**src/rtl/cov_3b4b_rx.sv**
```systemverilog
// cov_3b4b_rx: repacks 3-bit line symbols LSB-first into 4-bit MII nibbles.
// Define COV_3B4B_RX_FLUSH_ERR_EN to flush residual bits as a padded error nibble.
module cov_3b4b_rx #(
  parameter logic PAD_BIT = 1'b0
) (
  input  logic       sys_clk_33m,
  input  logic       rst_n_33m,
  input  logic [2:0] rx_data,
  input  logic       rx_data_en,
  output logic [3:0] RXD,
  output logic       rxd_vld,
  output logic       rx_dv,
  output logic       rx_err
);

  typedef enum logic [1:0] {
    S_IDLE  = 2'd0,
    S_RUN   = 2'd1,
    S_FLUSH = 2'd2
  } state_t;

  state_t     r_state;
  logic [5:0] r_acc;
  logic [1:0] r_cnt;

  logic [5:0] w_merged;
  logic [2:0] w_sum;
  logic       w_emit;
  logic [5:0] w_acc_nx;

  assign w_merged = r_acc | ({3'b000, rx_data} << r_cnt);
  assign w_sum    = {1'b0, r_cnt} + 3'd3;
  assign w_emit   = w_sum[2];
  assign w_acc_nx = w_emit ? (w_merged >> 4) : w_merged;

`ifdef COV_3B4B_RX_FLUSH_ERR_EN
  logic [3:0] w_flush_nib;

  always_comb begin
    w_flush_nib = {4{PAD_BIT}};
    for (int i = 0; i < 3; i++) begin
      if (i < int'(r_cnt)) w_flush_nib[i] = r_acc[i];
    end
  end
`else
  logic w_unused_pad;
  assign w_unused_pad = PAD_BIT;
  assign rx_err       = 1'b0;
`endif

  // cnt+3 never exceeds 6, so sum[1:0] is the next fill in both cases
  always_ff @(posedge sys_clk_33m or negedge rst_n_33m) begin
    if (!rst_n_33m) begin
      r_state <= S_IDLE;
      r_acc   <= '0;
      r_cnt   <= '0;
      RXD     <= '0;
      rxd_vld <= 1'b0;
      rx_dv   <= 1'b0;
`ifdef COV_3B4B_RX_FLUSH_ERR_EN
      rx_err  <= 1'b0;
`endif
    end else begin
      rxd_vld <= 1'b0;
`ifdef COV_3B4B_RX_FLUSH_ERR_EN
      rx_err  <= 1'b0;
`endif
      unique case (r_state)
        S_IDLE, S_RUN: begin
          if (rx_data_en) begin
            r_state <= S_RUN;
            r_acc   <= w_acc_nx;
            r_cnt   <= w_sum[1:0];
            if (w_emit) begin
              RXD     <= w_merged[3:0];
              rxd_vld <= 1'b1;
              rx_dv   <= 1'b1;
            end
          end else begin
            r_state <= S_IDLE;
            r_acc   <= '0;
            r_cnt   <= '0;
            rx_dv   <= 1'b0;
`ifdef COV_3B4B_RX_FLUSH_ERR_EN
            if (r_state == S_RUN && r_cnt != 2'd0) begin
              r_state <= S_FLUSH;
              RXD     <= w_flush_nib;
              rxd_vld <= 1'b1;
              rx_err  <= 1'b1;
              rx_dv   <= 1'b1;
            end
`endif
          end
        end
        S_FLUSH: begin
          r_state <= S_IDLE;
          r_acc   <= '0;
          r_cnt   <= '0;
          rx_dv   <= 1'b0;
        end
        default: begin
          r_state <= S_IDLE;
          r_acc   <= '0;
          r_cnt   <= '0;
          rx_dv   <= 1'b0;
        end
      endcase
    end
  end

endmodule

```
**config.mk**
```make
export PLATFORM = sky130hd
export DESIGN_NAME = cov_3b4b_rx
export DESIGN_NICKNAME = d
export VERILOG_FILES = /design/src/rtl/cov_3b4b_rx.sv
export SDC_FILE = /design/constraint.sdc
export NUM_CORES = 1
export LEC_CHECK = 0
export ABC_AREA = 1
export ABC_CLOCK_PERIOD_IN_PS = 1900
export CORE_MARGIN = 2
export CORE_UTILIZATION = 48
export CTS_BUF_LIST = sky130_fd_sc_hd__clkbuf_4 sky130_fd_sc_hd__clkbuf_8
export CTS_CLUSTER_DIAMETER = 100
export DETAILED_ROUTE_END_ITERATION = 10
export PLACE_DENSITY = 0.75
export REMOVE_ABC_BUFFERS = 1
export SYNTH_ARGS = -nofsm -noshare
export SYNTH_HDL_FRONTEND = slang
export SYNTH_SLANG_ARGS = --single-unit
```
**constraint.sdc**
```tcl
create_clock -name sys_clk_33m -period 1.9 [get_ports sys_clk_33m]
set_input_delay 0.19 -clock sys_clk_33m [delete_from_list [all_inputs] [get_ports sys_clk_33m]]
set_output_delay 0.19 -clock sys_clk_33m [all_outputs]
set_load 0.1 [all_outputs]
```
==> results.toml <==
[routing]
num_vias = 498
antenna_left = 0
avgViaCountPerCell = 4.65
drt-pass1-iter-count = 4
drt-total-wl_um = 1200
remaining_drc_errors = 0
initialDrtViolationCount = 17
post_drt_wl_per_cell_um = 11.2

[power_and_ir_drop]
peakVddDrop_v = 0.000824
pwr_density_cell_nw_per_um2 = 1170
power_mw = 0.895
p_leak_nw = 0.430

[floorplan]
rows = 13
io_pins = 13
die_w_um = 40.5
start_util_pct = 50.3
dieArea_um2 = 1640
design.core.area_um2 = 1270
dieHeight_um = 40.5

[cts]
cts_buffer_depth = 2
ctsHtreeMaxLevel = 1
cts-buffers-inserted = 3
clock_latency_ns = 0.28
ctsResizeCount = 0
clock_sinks = 14
cts_tree = "done"
postCtsSetupBuffers = 0
root_buffer = "clkbuf_4"
clk_pin_slew_ns = 0.08
cts_hold_buf = 0

[sta]
min_period_ns = 1.30
slew_violations = 0
tns_ns = 0
hold_slack_ns = 0.291
slew_headroom_pct = 58.4
hold_violations = 0
setup_violations = 0
finClkSkew_ns = 0.000976
worst_slew_pin_slew_ns = 0.622
finalCritPeriodShare_pct = 68.5
rsz0062_at_grt = "no"
max_clock_freq_ghz = 0.769

[worst_setup_path]
crit_type = "flop to flop"
crit_required_ns = 2.08
critPathMaxStageDelay_ns = 0.45
crit_path_max_fanout = 8
end_kind = "flop"
cp_slowest_cell = "dfrtp_1"
startpoint_type = "flop"
worst_ep_arrival_time_ns = 1.48
cpMostUsedCell = "nand2_1"
crit_path_cell_trace = "inv_2 -> ha_1 -> nor2_4 -> inv_1 -> nand2_1 -> nand2_1"

[yosys]
netlist_instances = 79
synth-seq-cells = 14
yosysUniqueCellTypes = 14
synth_warnings = 0
syn_area_um2 = 638
synth_seq_area_share_pct = 54.9
avgSynthCellArea_um2 = 8.08

[global_route]
grt_usage_pct = 18.6
grt_max_degree = 15
grt_pass1_wl_um = 1880
grt_pass1_vias = 454
antenna_found_initial = 0
overflow = 0

[run]
maxCapViolCount = 0

[placement]
hpwl_um = 921
port_buffers = 11
place.gp.congestion = 0.825

[status]
outcome = "completed"

[layout]
final_common_cell = "nand2_1"
finalNetCount = 101
num_antenna_cells = 0
layout_common_cells = "30 x nand2_1, 14 x dfrtp_1, 11 x inv_1"
drive_gt1_share_pct = 17.4
fillers = 112
postLayoutCoreUtil_pct = 60.5
area_delta_synth_final_pct = 20.2

[min_path]
hold_class = "input pin to async pin"
==> cells by family after synthesis <==
kind of cell	share of synthesized area, %
and+or+nand+nor	28.2
AOI/OAI and AO/OA	4.90
adders and majority gates	1.96
buffers and inverters	9.41
DFF	54.9
other	0.588
==> final timing paths <==
kind / depth (start not counted) / start / endpoint / slack [ns]
min in group sys_clk_33m: 2 / RXD[0]$_DFFE_PN0P_ / RXD[0]$_DFFE_PN0P_ / 0.49
max in group asynchronous: 1 / rst_n_33m / RXD[3]$_DFFE_PN0P_ / 1.21
max reg2reg: 6 / r_cnt[1]$_DFF_PN0_ / RXD[1]$_DFFE_PN0P_ / 0.60
min: 1 / rst_n_33m / rx_dv$_DFFE_PN0P_ / 0.29
max: 6 / r_cnt[1]$_DFF_PN0_ / RXD[1]$_DFFE_PN0P_ / 0.60
min reg2reg: 2 / RXD[0]$_DFFE_PN0P_ / RXD[0]$_DFFE_PN0P_ / 0.49
==> synth_stat cells <==
master    number  area [um2]
nand2_1       30         113
dfrtp_1       14         350
inv_1         11        41.3
nand3_1        5        25.0
nor2_1         5        18.8
a21oi_1        3        15.0
inv_2          3        11.3
nand2_2        2        12.5
buf_4          1        7.51
conb_1         1        3.75
ha_1           1        12.5
nor2_4         1        11.3
o21ai_2        1        8.76
o21bai_1       1        7.51
==> power by group <==
| part | switching [mW] | leakage [nW] | total (mW) | internal, mW |
|---|---|---|---|---|
| registers | 0.0240 | 0.182 | 0.361 | 0.337 |
| clock network | 0.0934 | 0.0138 | 0.167 | 0.0736 |
| logic | 0.289 | 0.234 | 0.367 | 0.0776 |
| total | 0.407 | 0.430 | 0.895 | 0.489 |
==> routing by layer <==
layer	wire, um	track usage (%)
met1	544	21.8
met2	582	29.4
met3	57	5.00
met4	19	12.5
met5	0	0
==> worst max-delay path, delay by kind of cell, from the launching register on <==
family	cells	cell delay (ns)
buffers and inverters	2	0.20
flip-flops	1	0.45
AND/OR/NAND/NOR	3	0.31
adder cells (fa/ha/maj)	1	0.24
==> through the flow <==
step | cell area, um2 | setup slack (ns) | instances
after floorplan | 631 | 0.704 | 78
after global placement | 744 | 0.612 | 104
after detailed placement | 744 | 0.607 | 104
after CTS | 767 | 0.593 | 107
after global routing | 767 | 0.484 | 107
final | 767 | 0.599 | 107
==> state kept, by name (all words and copies together), names as in the netlist <==
name and flops:
RXD 4, r_acc 6, rx_dv 1, rxd_vld 1
r_cnt 2
==> layout make-up <==
type / instances / area, um2 / area share [%]
Sequential cell: 14 / 350 / 45.7
Multi-Input combinational cell: 50 / 228 / 29.7
Timing Repair Buffer: 11 / 95.1 / 12.4
Inverter: 14 / 52.6 / 6.85
Clock buffer: 3 / 22.5 / 2.94
Tap cell: 15 / 18.8 / 2.45
Note: power is estimated with default switching activity, not from simulation.
